**src/rtl/sample_pkg.sv**
```systemverilog
// sample_pkg: shared types and constants for the sample packer.
package sample_pkg;
    typedef enum logic [1:0] {EMPTY, HALF, WRITE} state_t;
    localparam int SAMPLE_W = 16;
    localparam int WORD_W = 32;
    localparam logic [SAMPLE_W-1:0] PAD_HALF = 16'h0000;
endpackage

```
**src/rtl/sample_packer.sv**
```systemverilog
// sample_packer: packs pairs of 16-bit samples into 32-bit words and writes them
// to a circular buffer, with a 1-deep spare to absorb a sample during a write.
module sample_packer
    import sample_pkg::*;
#(
    parameter int MEM_SIZE = 4096,
    parameter logic [WORD_W-1:0] BASE_ADDR = 32'h0000_0000
) (
    input  logic                clk,
    input  logic                reset,
    input  logic                enable,
    input  logic                rx_valid,
    input  logic [SAMPLE_W-1:0] rx_data,
    input  logic                flush,
    input  logic                mem_ack,
    output logic                mem_we,
    output logic [WORD_W-1:0]   mem_addr,
    output logic [WORD_W-1:0]   mem_wdata,
    output logic [WORD_W-1:0]   word_count,
    output logic                wrapped,
    output logic                overflow,
    output logic                busy
);
    localparam int PW = MEM_SIZE > 1 ? $clog2(MEM_SIZE) : 1;
    localparam logic [PW-1:0] PTR_MAX = PW'(MEM_SIZE - 1);

    state_t              r_state, w_next;
    logic [SAMPLE_W-1:0] r_upper, r_lower, r_spare;
    logic                r_spare_v, r_wrapped, r_overflow;
    logic [PW-1:0]       r_ptr;
    logic [WORD_W-1:0]   r_count;
    logic                w_acc, w_last;

    assign w_acc  = rx_valid & enable;
    assign w_last = r_ptr == PTR_MAX;

    always_ff @(posedge clk) begin
        if (!reset) r_state <= EMPTY;
        else        r_state <= w_next;
    end

    always_comb begin
        w_next = r_state;
        case (r_state)
            EMPTY:   w_next = w_acc ? HALF : EMPTY;
            HALF:    w_next = (w_acc | flush) ? WRITE : HALF;
            WRITE:   w_next = !mem_ack ? WRITE : (r_spare_v | w_acc) ? HALF : EMPTY;
            default: w_next = EMPTY;
        endcase
    end

    always_comb begin
        mem_we     = r_state == WRITE;
        busy       = r_state != EMPTY;
        mem_addr   = BASE_ADDR + WORD_W'(r_ptr);
        mem_wdata  = {r_upper, r_lower};
        word_count = r_count;
        wrapped    = r_wrapped;
        overflow   = r_overflow;
    end

    always_ff @(posedge clk) begin
        if (!reset) begin
            r_upper    <= '0;
            r_lower    <= '0;
            r_spare    <= '0;
            r_spare_v  <= 1'b0;
            r_ptr      <= '0;
            r_count    <= '0;
            r_wrapped  <= 1'b0;
            r_overflow <= 1'b0;
        end else begin
            case (r_state)
                EMPTY: if (w_acc) r_upper <= rx_data;
                HALF:  if (w_acc | flush) r_lower <= w_acc ? rx_data : PAD_HALF;
                WRITE: begin
                    if (mem_ack) begin
                        r_count   <= r_count + WORD_W'(1);
                        r_ptr     <= w_last ? '0 : r_ptr + PW'(1);
                        r_wrapped <= r_wrapped | w_last;
                        r_spare_v <= 1'b0;
                        r_upper   <= r_spare_v ? r_spare : w_acc ? rx_data : r_upper;
                        // the spare is consumed by this ack, so a new sample has nowhere to go
                        if (r_spare_v & w_acc) r_overflow <= 1'b1;
                    end else if (w_acc) begin
                        if (r_spare_v) r_overflow <= 1'b1;
                        else begin
                            r_spare   <= rx_data;
                            r_spare_v <= 1'b1;
                        end
                    end
                end
                default: ;
            endcase
        end
    end
endmodule

```
**config.mk**
```make
export PLATFORM = sky130hd
export DESIGN_NAME = sample_packer
export DESIGN_NICKNAME = d
export VERILOG_FILES = /design/src/rtl/sample_pkg.sv /design/src/rtl/sample_packer.sv
export SDC_FILE = /design/constraint.sdc
export NUM_CORES = 1
export LEC_CHECK = 0
export ABC_CLOCK_PERIOD_IN_PS = 2300
export BUFFER_PORTS_ARGS = -buffer_cell sky130_fd_sc_hd__buf_2
export CORE_MARGIN = 5
export CORE_UTILIZATION = 52
export CTS_CLUSTER_DIAMETER = 120
export DETAILED_ROUTE_END_ITERATION = 10
export PLACE_DENSITY = 0.79
export SYNTH_ARGS = -nofsm -noshare
export SYNTH_HDL_FRONTEND = slang
export SYNTH_SLANG_ARGS = --single-unit
export TNS_END_PERCENT = 5
```
**constraint.sdc**
```tcl
create_clock -name clk -period 2.3 [get_ports clk]
set_clock_uncertainty 0.15 [all_clocks]
set_input_delay 0.345 -clock clk [delete_from_list [all_inputs] [get_ports clk]]
set_output_delay 0.345 -clock clk [all_outputs]
set_load 0.01 [all_outputs]
```
[Yosys cells after proc, flatten, opt, wreduce, memory -nomap -nowiden]
Index checks and enable logic that the tools add are counted.
Storage, ports and cells
  register bits after elaboration: 97
  input bits: 22
  logic and storage cells: 51
Cells by class
  add/subtract/negate cells: 2
  equality and inequality tests: 5
  multiplexer cells: 17
  bitwise logic cells: 7
  reductions and logical operators: 11
Operators by type and width (number)
  $mux 16: 4
  $add 32x1->32 const B: 1
  $pmux 16 s2: 1
  $add 12x1->12 const B: 1
  $eq 12x12->1 const B: 1
  $mux 12: 1
  $mux 1: 8
  $reduce_and 2->1: 4
  $reduce_and 4->1: 2
  $reduce_bool 2->1: 4
  $pmux 2 s3: 1
  $mux 2: 2
  $or 1x1->1: 3
  $and 1x1->1: 2
  $eq 2x1->1 const B: 1
  $eq 2x2->1 const B: 1
  $logic_not 2->1: 1
  $ne 2x1->1 const B: 1
  $ne 2x2->1 const B: 1
  $not 1->1: 2

[Depth between registers and ports, before layout]
  depth after elaboration: 5
  gate-level depth with buffers: 6
  gate-level depth less buffers: 5

[Worst setup path after synthesis]
OpenSTA, ideal clock, no wires.
  path type: reg-to-reg
  from: register r_count[0], in the netlist word_count[0]
  to: register r_count[16], in the netlist word_count[16]
  data arrival time: 1938 ps
  slack: 141 ps
  cell stages (with the launch flop): 7
  path buffers: 1
  clock period less this slack: 2159 ps
  cells stage by stage: dfxtp_1 > ha_1 > nand3_1 > or3_1 > clkbuf_1 > or4_1 > a21oi_1
On the way
  longest elaborated chain between the ends: 1
Ends and longest elaborated chain
  from (decl): RTL line sample_packer.sv:31  | logic [WORD_W-1:0] r_count;
  from (signal assigned): RTL line sample_packer.sv:78  | r_count <= r_count + WORD_W'(1);
  $add 32x1->32: RTL line sample_packer.sv:78
No other way between the ends.
A chain may end at the register's enable or synchronous reset.

[Final worst setup path]
  from: register r_count[0], in the netlist word_count[0]
  to: register r_count[24], in the netlist word_count[24]
Same word-level chain as after synthesis.

==> flow_metrics.tcl <==
set metrics [dict create \
    synth_top_family_by_area "simple AND/OR/NAND/NOR gates" \
    grt_overflow_total 0 \
    pwr-share-clk_pct 36.6 \
    synth_most_common_cell "dfxtp_1" \
    die_x_um 101 \
    grt_pass1_wl_mm 17.8 \
    ys_warn_count 0 \
    timing.fmax_mhz 464 \
    leakage_nw 2.05 \
    synth_cell_types 41 \
    status "completed" \
    grt_max_degree 36 \
    wl_per_cell_um 14.9 \
    cts_tree "done" \
    ff2ff_setup_slack_ns 0.15 \
    coreArea_um2 8130 \
    rsz0062_at_grt "false" \
    drt_wl_total_mm 10.8 \
    end_kind "register" \
    place_inst 708 \
    max-slew-margin-rel_pct 59.6 \
    setup-tns-final_ns 0 \
    startpoint_type "register" \
    p_int_mw 2.22 \
    synth-adder-area-share_pct 0.585 \
    synthMuxAreaShare_pct 0 \
    nets 638 \
    timing.rr.start "word_count[0]" \
    synth-simple-area-share_pct 24.7 \
    ys_ff_latch 97 \
    syn_inst 514 \
    hold_buffers 0 \
    clk_path_buf_depth 2 \
    clock_sinks 97 \
    drv_slew 0 \
    power.share.sequential_pct 56.4 \
    io_buffers 101 \
    final_hold_viol_count 0 \
    swShare_pct 27.4 \
    synth_compound_area_share_pct 18.6 \
    synth_edf_count 0 \
    drtAntennaViolNets 0 \
    async_reset_ff_share_pct 0 \
    synth_top_area_share_pct 45.4 \
    cp.arrival_ns 2.31 \
    p_comb_share_pct 7.0 \
    timing.final.crit_period_ns 2.15 \
    worst_slew_pin_slew_ns 0.604 \
    htree_levels 3 \
    synth_commonest_cells "dfxtp_1 (97), a21oi_1 (60), nand2_1 (55)" \
    synth_area_per_cell_um2 8.32 \
    synth_area_um2 4280 \
    num_vias 4078 \
    setup_viol 0 \
    path_clk_slew_ns 0.11 \
    root_buffer "clkbuf_8" \
    cp-startpoint "word_count[0]" \
    worst-r2r-cell-count 5 \
    die_area_um2 10100 \
    cts-resized-gates 0 \
    vdd_ir_drop_max_mv 0.355 \
    cellPowerDensity_nw_per_um2 600 \
    final.period_utilization_pct 93.6 \
    synthTopCellsByArea "dfxtp_1 (45%), a21oi_1 (7.0%), nand2_1 (4.8%), o21ai_0 (4.8%), or3_1 (4.1%)" \
    grt_usage_pct 21.5 \
    synth_xor_area_share_pct 3.89 \
    finalPower_mw 3.05 \
    firstDrtPassIters 4 \
    first_iter_violations 174 \
    postCtsSetupRepairBufs 0 \
    antenna_found_initial 1 \
    place_hpwl_mm 7.66 \
    cts_buffers 9 \
    synthFlopType "dfxtp_1" \
    area_growth_pct 19.0 \
    insertion_delay_ns 0.38 \
    critical_path_class "register to register" \
    dieHeight_um 101 \
    required_ns 2.46 \
    core.rowCount 33 \
    diodes 0 \
    reg2reg_to "word_count[24]" \
    stdcell_count 724 \
    drive_above_1_share_pct 23.6 \
    vias_per_cell 5.63 \
    hp-class "primary input to register" \
    synth_seq_area_share_pct 45.4 \
    place.gp.congestion 0.843 \
    synth.largest_area_cell "dfxtp_1" \
    maxCapViolations 0 \
    switchingPower_mw 0.836 \
    crit_path_end "word_count[24]" \
    cp_max_fo 15 \
    ioPinCount 122 \
    route.detailed.drc 0 \
    start_util_pct 52.6 \
    grt_pass1_vias 3783 \
]
[per-stage QoR]
stage | utilization (%) | hold slack [ns] | cell area [µm²] | worst slack, ns
2_1_floorplan | - | 0.283 | 4350 | 0.141
3_3_place_gp | 60.1 | 0.288 | 4890 | 0.147
3_5_place_dp | 60.1 | 0.293 | 4890 | 0.139
4_1_cts | 62.6 | 0.0580 | 5090 | 0.156
5_1_grt | 62.6 | 0.0609 | 5090 | 0.0392
6_report | 62.6 | 0.0670 | 5090 | 0.146
[worst min-delay path by stage]
stage / start / end / slack, ns / cells past startpoint
4_1_cts: rx_data[6] / r_spare[6] / 0.06 / 3
3_5_place_dp: r_spare[7] / r_spare[7] / 0.29 / 2
6_report: rx_data[6] / r_spare[6] / 0.07 / 3
3_3_place_gp: r_spare[9] / r_spare[9] / 0.29 / 2
5_1_grt: rx_data[2] / r_spare[2] / 0.06 / 3
2_1_floorplan: r_spare[0] / r_spare[0] / 0.28 / 2
[worst max-delay path, stage by stage (launching register included)]
cell and delay, ns:
dfxtp_1 0.35, ha_1 0.17, nand3_1 0.11, or3_1 0.57, or4_1 0.57, a21oi_1 0.16
[cell type report]
class	count	area (µm²)
clock buffer	9	124
inverter	5	18.8
clock inverter	7	76.3
multi-input combinational	380	2130
fill	745	3040
sequential	97	1940
timing repair buffer	121	668
tap	105	131
[cells in the final DEF (no fill, tap or decap), types with 3 or more instances in the layout]
| master | instances |
|---|---|
| o21ai_0 | 41 |
| xor2_1 | 6 |
| o31ai_1 | 14 |
| inv_8 | 3 |
| dfxtp_1 | 97 |
| nand4_1 | 17 |
| nor3_1 | 5 |
| nor2_1 | 39 |
| a21oi_1 | 60 |
| inv_1 | 4 |
| nor4_1 | 7 |
| or3_1 | 28 |
| a22oi_1 | 16 |
| nand2_1 | 55 |
| buf_4 | 19 |
| conb_1 | 20 |
| and4_1 | 4 |
| xnor2_1 | 13 |
| or4_1 | 18 |
| buf_2 | 101 |
| nand3_1 | 10 |
| clkbuf_8 | 9 |
| and3_1 | 4 |
[power by group through the flow]
| stage | combinational (mW) | sequential [mW] | clock, mW |
|---|---|---|---|
| 3_5_place_dp | 0.213 | 1.76 | 0 |
| 3_3_place_gp | 0.210 | 1.76 | 0 |
| 4_1_cts | 0.213 | 1.72 | 1.15 |
| 6_report | 0.214 | 1.72 | 1.12 |
| 2_1_floorplan | 0.132 | 1.77 | 0 |
| 5_1_grt | 0.238 | 1.73 | 1.22 |
[kinds of logic after synthesis]
kind of cell / after synthesis
adders and majority gates: 2
and+or+nand+nor: 200
other: 1
AOI/OAI and AO/OA: 139
DFF: 97
buffers and inverters: 56
xor gates and xnor gates: 19
[state kept, by name, summed over array words and instances, names as in the netlist]
signal,flops
r_state,2
r_lower,16
word_count,32
r_upper,16
r_spare_v,1
wrapped,1
r_spare,16
overflow,1
r_ptr,12
[metal layers]
| layer | wire length, µm | global-route usage (%) | up-vias | part of all wire [%] |
|---|---|---|---|---|
| met5 | 18 | 0 | - | 0.17 |
| met3 | 769 | 4.84 | 15 | 7.1 |
| met4 | 144 | 8.29 | 2 | 1.3 |
| li1 | - | - | 2016 | - |
| met1 | 4780 | 27.6 | 1920 | 44 |
| met2 | 5050 | 35.0 | 125 | 47 |
(Power assumes the default switching activity.)
